==> src/rtl/o_monitor_pkg.sv <==
// Shared types and constants for the O-output pattern monitor.
// PATTERN is the serial sequence the FSM detects, first-sampled bit in the MSB.
package o_monitor_pkg;

    typedef enum logic [1:0] {
        S_IDLE = 2'd0,
        S_1    = 2'd1,
        S_11   = 2'd2,
        S_110  = 2'd3
    } mon_state_t;

    localparam logic [3:0] PATTERN = 4'b1101;

endpackage

==> src/rtl/o_run_tracker.sv <==
// Previous-bit tracking, rising-edge detection and longest-run-of-ones tracking
// for the sampled O stream. All state updates only on enabled samples.
module o_run_tracker #(
    parameter int RUN_W = 4
) (
    input  logic             clk,
    input  logic             reset,
    input  logic             din,
    input  logic             en,
    input  logic             clr,
    output logic             rise_evt,
    output logic             rise,
    output logic [RUN_W-1:0] run_max
);

    localparam logic [RUN_W-1:0] RUN_TOP = '1;

    logic             prev_q, prev_d;
    logic             rise_q, rise_d;
    logic [RUN_W-1:0] run_q, run_d;
    logic [RUN_W-1:0] run_max_q, run_max_d;
    logic [RUN_W-1:0] run_inc;

    always_comb begin
        rise_evt  = en & ~clr & din & ~prev_q;
        run_inc   = (run_q == RUN_TOP) ? run_q : run_q + 1'b1;
        prev_d    = prev_q;
        rise_d    = 1'b0;
        run_d     = run_q;
        run_max_d = run_max_q;
        if (clr) begin
            prev_d    = 1'b0;
            run_d     = '0;
            run_max_d = '0;
        end else if (en) begin
            prev_d = din;
            rise_d = rise_evt;
            if (din) begin
                run_d = run_inc;
                // compare against the incremented run so run_max is current on this edge
                if (run_inc > run_max_q) begin
                    run_max_d = run_inc;
                end
            end else begin
                run_d = '0;
            end
        end
    end

    always_ff @(posedge clk or negedge reset) begin
        if (!reset) begin
            prev_q    <= 1'b0;
            rise_q    <= 1'b0;
            run_q     <= '0;
            run_max_q <= '0;
        end else begin
            prev_q    <= prev_d;
            rise_q    <= rise_d;
            run_q     <= run_d;
            run_max_q <= run_max_d;
        end
    end

    assign rise    = rise_q;
    assign run_max = run_max_q;

endmodule

==> src/rtl/o_pattern_monitor.sv <==
// Monitor for the O output of sequential_circuit: overlapping 1101 detector,
// saturating match/rise counters with a sticky saturation flag, and 1-run tracking.
//
// state  | meaning
// S_IDLE | no useful prefix seen
// S_1    | last sampled bits end in 1
// S_11   | last sampled bits end in 11
// S_110  | last sampled bits end in 110; a 1 completes the pattern
module o_pattern_monitor
    import o_monitor_pkg::*;
#(
    parameter int CNT_W = 8,
    parameter int RUN_W = 4
) (
    input  logic             clk,
    input  logic             reset,
    input  logic             din,
    input  logic             en,
    input  logic             clr,
    output logic             match,
    output logic             rise,
    output logic [CNT_W-1:0] match_cnt,
    output logic [CNT_W-1:0] rise_cnt,
    output logic             cnt_sat,
    output logic [RUN_W-1:0] run_max
);

    localparam logic [CNT_W-1:0] CNT_TOP = '1;

    mon_state_t       state_q, state_d;
    logic             match_q, match_d;
    logic [CNT_W-1:0] match_cnt_q, match_cnt_d;
    logic [CNT_W-1:0] rise_cnt_q, rise_cnt_d;
    logic             cnt_sat_q, cnt_sat_d;
    logic             match_evt;
    logic             rise_evt;

    o_run_tracker #(
        .RUN_W (RUN_W)
    ) u_run_tracker (
        .clk      (clk),
        .reset    (reset),
        .din      (din),
        .en       (en),
        .clr      (clr),
        .rise_evt (rise_evt),
        .rise     (rise),
        .run_max  (run_max)
    );

    always_comb begin
        state_d   = state_q;
        match_evt = 1'b0;
        if (clr) begin
            state_d = S_IDLE;
        end else if (en) begin
            unique case (state_q)
                S_IDLE: state_d = din ? S_1 : S_IDLE;
                S_1:    state_d = din ? S_11 : S_IDLE;
                S_11:   state_d = din ? S_11 : S_110;
                S_110: begin
                    // overlap: the completing 1 is also the start of the next pattern
                    state_d   = din ? S_1 : S_IDLE;
                    match_evt = din;
                end
                default: state_d = S_IDLE;
            endcase
        end
    end

    always_comb begin
        match_d     = match_evt;
        match_cnt_d = match_cnt_q;
        rise_cnt_d  = rise_cnt_q;
        cnt_sat_d   = cnt_sat_q;
        if (clr) begin
            match_cnt_d = '0;
            rise_cnt_d  = '0;
            cnt_sat_d   = 1'b0;
        end else begin
            if (match_evt && (match_cnt_q != CNT_TOP)) begin
                match_cnt_d = match_cnt_q + 1'b1;
            end
            if (rise_evt && (rise_cnt_q != CNT_TOP)) begin
                rise_cnt_d = rise_cnt_q + 1'b1;
            end
            cnt_sat_d = cnt_sat_q | (match_cnt_d == CNT_TOP) | (rise_cnt_d == CNT_TOP);
        end
    end

    always_ff @(posedge clk or negedge reset) begin
        if (!reset) begin
            state_q     <= S_IDLE;
            match_q     <= 1'b0;
            match_cnt_q <= '0;
            rise_cnt_q  <= '0;
            cnt_sat_q   <= 1'b0;
        end else begin
            state_q     <= state_d;
            match_q     <= match_d;
            match_cnt_q <= match_cnt_d;
            rise_cnt_q  <= rise_cnt_d;
            cnt_sat_q   <= cnt_sat_d;
        end
    end

    assign match     = match_q;
    assign match_cnt = match_cnt_q;
    assign rise_cnt  = rise_cnt_q;
    assign cnt_sat   = cnt_sat_q;

endmodule

==> config.mk <==
export PLATFORM = sky130hd
export DESIGN_NAME = o_pattern_monitor
export DESIGN_NICKNAME = d
export VERILOG_FILES = /design/src/rtl/o_monitor_pkg.sv /design/src/rtl/o_run_tracker.sv /design/src/rtl/o_pattern_monitor.sv
export SDC_FILE = /design/constraint.sdc
export NUM_CORES = 1
export LEC_CHECK = 0
export CORE_ASPECT_RATIO = 0.5
export CORE_MARGIN = 8
export CORE_UTILIZATION = 55
export DETAILED_ROUTE_END_ITERATION = 16
export DONT_BUFFER_PORTS = 1
export GPL_TIMING_DRIVEN = 0
export PLACE_DENSITY = 0.7
export SLEW_MARGIN = 10
export SYNTH_ARGS = -nofsm -noshare
export SYNTH_HDL_FRONTEND = slang
export SYNTH_SLANG_ARGS = --single-unit
==> constraint.sdc <==
create_clock -name clk -period 3.3 [get_ports clk]
set_input_delay 0.33 -clock clk [delete_from_list [all_inputs] [get_ports clk]]
set_output_delay 0.33 -clock clk [all_outputs]
set_load 0.02 [all_outputs]
==> results of run 1 <==
[cell families (layout without fill, tap and decap cells)]
family          after synthesis  count (layout)  share of synthesized area, %
compound gates               43              43                          16.8
xor+xnor                      9               9                          4.00
fa+ha+maj                    10              10                          6.35
buf+inv                      22              32                          5.71
flops                        30              30                          38.1
mux                           9               9                          4.70
simple gates                 88              88                          24.4
[cell type report]
cell class              count  area (sq um)
repair buffers              2          30.0
clock buffers               8           110
well taps                  51          63.8
fillers                   293          1260
plain buffers              13          78.8
multi-input cells         159          1110
inverters                   9          33.8
flip-flops and latches     30           751
[flip-flops by register name, summed over array words and instances (netlist names)]
signal                 cells
cnt_sat                    1
match                      1
match_cnt                  8
rise_cnt                   8
state_q                    2
u_run_tracker.prev_q       1
u_run_tracker.rise         1
u_run_tracker.run_max      4
u_run_tracker.run_q        4
[path summary, 6_finish.rpt]
kind | from | to | slack [ns] | cells past startpoint
max in group asynchronous | reset | state_q[1] | 2.65 | 2
hold / removal | en | u_run_tracker.run_q[2] | 0.22 | 2
setup reg to reg | u_run_tracker.run_q[0] | u_run_tracker.run_max[3] | 0.46 | 10
hold reg to reg | u_run_tracker.prev_q | u_run_tracker.prev_q | 0.54 | 2
min in group asynchronous | reset | rise_cnt[3] | 0.48 | 2
setup / recovery | u_run_tracker.run_q[0] | u_run_tracker.run_max[3] | 0.46 | 10
[critical path: stages, from the launching register on]
cell and delay (ns):
dfrtp_1 0.44, ha_1 0.27, nand3_1 0.18, mux2_2 0.40, ha_1 0.29, nor2b_1 0.13
o21a_1 0.16, o21a_1 0.16, o21ai_1 0.37, mux2i_1 0.23, nor2_1 0.05
[what timing repair did]
| item | 4_1_cts | 5_1_grt |
|---|---|---|
| endpoints found under the setup margin | 0 | 0 |
| endpoints found under the hold margin | 30 | 0 |
| hold buffers | 2 | 0 |
[power by group]
group          switching (mW)  internal, mW
combinational          0.0385        0.0285
clock                   0.145         0.211
sequential             0.0122         0.375
[Yosys cell counts (2+ instances only)]
master	count	share of area (%)
dfrtp_1	30	38
nor2_1	28	5.3
nand2_1	17	3.2
a21oi_1	13	3.3
ha_1	10	6.3
nand3_1	10	2.5
inv_1	7	1.3
mux2i_1	7	3.6
nand2b_1	7	2.2
nand4_1	7	2.2
clkbuf_1	6	1.1
xnor2_1	6	2.7
o21ai_0	5	1.3
a211oi_1	3	1.1
and3_1	3	0.95
and4_1	3	1.3
buf_6	3	1.7
xor2_1	3	1.3
a31oi_1	2	0.63
buf_2	2	0.51
inv_2	2	0.38
mux2_2	2	1.1
nand4b_1	2	0.89
nor3_1	2	0.51
o21a_1	2	0.76
[layer usage]
metal / share of wire, % / vias up / routed length (um)
met5: 0 / - / 0
met2: 47 / 30 / 2040
met1: 47 / 775 / 2010
met4: 1.1 / 0 / 48
met3: 5.1 / 6 / 220
li1: - / 775 / -
[cells in the final DEF (no fill, tap or decap), types with 2 or more instances in the layout]
| cell | count |
|---|---|
| o21ai_0 | 5 |
| nor3_1 | 2 |
| a21oi_1 | 13 |
| nand4b_1 | 2 |
| nor2_1 | 28 |
| clkbuf_8 | 8 |
| buf_2 | 2 |
| mux2i_1 | 7 |
| nand4_1 | 7 |
| and4_1 | 3 |
| dfrtp_1 | 30 |
| nand2b_1 | 7 |
| nand2_1 | 17 |
| xor2_1 | 3 |
| buf_6 | 3 |
| ha_1 | 10 |
| inv_1 | 7 |
| a211oi_1 | 3 |
| mux2_2 | 2 |
| clkbuf_1 | 6 |
| nand3_1 | 10 |
| and3_1 | 3 |
| xnor2_1 | 6 |
| a31oi_1 | 2 |
| inv_2 | 2 |
| o21a_1 | 2 |
[metrics by stage]
stage          area [sq um]  hold slack, ns  utilization (%)  setup WS (ns)  power (mW)
2_1_floorplan          1970          0.0344                -          0.722       0.438
3_3_place_gp           2030          0.0353             59.2          0.552       0.447
3_5_place_dp           2030          0.0354             59.2          0.513       0.451
4_1_cts                2170           0.220             63.3          0.485       0.818
5_1_grt                2170           0.218             63.3          0.306       0.843
6_report               2170           0.222             63.3          0.459       0.810
==> results.tsv, run 1 <==
metric	value	unit
Area Growth Syn to Fin	10.3	%
Die W	101	um
initial antenna violation count	0	
antenna-violating nets left	0	
First-pass DRT Iterations	4	
Rows	15	
crit share post-route	86.1	%
# nets final	235	
vias in the first global route	1535	
WS Path Type	flop to flop	
register area share after synthesis	38.1	%
met2 usage	25.6	%
Mapped Avg Cell Area	9.34	sq um
number of max-cap violations	0	
skew final	0.00208	ns
CTS Buf Count	5	
M1 GR Usage	19.7	%
Final Hold Vio Count	0	
status	completed	
Leak	0.930	nW
most used routing layer	met2	
Wirelength per Cell	15.9	um
GR Overflow Total	0	
Critical Path Sink Type	flop	
layout cells sized above 1	13.1	%
# setup viols final	0	
Mapped Area	1970	sq um
port bufs	0	
FF+latch count, synth	30	
GR Layer Usage met3	5.17	%
# diodes	0	
Tightest Pin Transition	0.499	ns
CP max FO	6	
DR vias/cell	5.83	
Post-synth EDFFs	0	
Total GRT Usage	15.9	%
arrival time worst endpoint	2.99	ns
Die Y	58.3	um
RSZ-0062 raised after global routing	no	
Yosys Warn Count	0	
Synth cell types	54	
dpl cells	262	
Worst Hold Class	input pin to flop	
Synth async-reset ratio	100	%
clk_lat worst skew	0.28	ns
Routed WL	4.32	mm
residual DRC count	0	
largest net degree at the start of global routing	31	
Die Area	5870	sq um
setup bufs post-CTS	0	
First DRT Iteration DRCs	93	
RD Place Congestion	0.823	
Starting Density	57.4	%
minimum clock period	2.84	ns
Crit path required time	3.45	ns
routed vias	1586	
area of the core	3430	sq um
first-pass GRT wire length	7.47	mm
Ports	28	
Non-Filler Instances	272	
clk buf depth	2	
Slew Limit Fails	0	
CTS tree	done	
post-cts sizing count	0	
startpoint class of the critical path	flop	
Fmax	352	MHz
VDD IR-drop max	0.175	mV
CTS H-tree lvls	2	
syn nets	226	
Syn Inst Count	211	
post-DP HPWL	3.05	mm
Power Dens Cells	372	nW/um^2
dominant synthesized flop cell	dfrtp_1	
slew margin rel.	66.7	%
Sum Neg Setup Slack	0	ns
root buf cell	clkbuf_8	
# clock sinks	30	
clk slew on worst S/H paths	0.06	ns
Power figures use the tool's default switching activity.
==> inputs of run 2 (changes only) <==
Settings changed: SLEW_MARGIN 10 to 0.
==> results of run 2 <==
The final DEF is identical to that of run 1; final timing and power are the same.
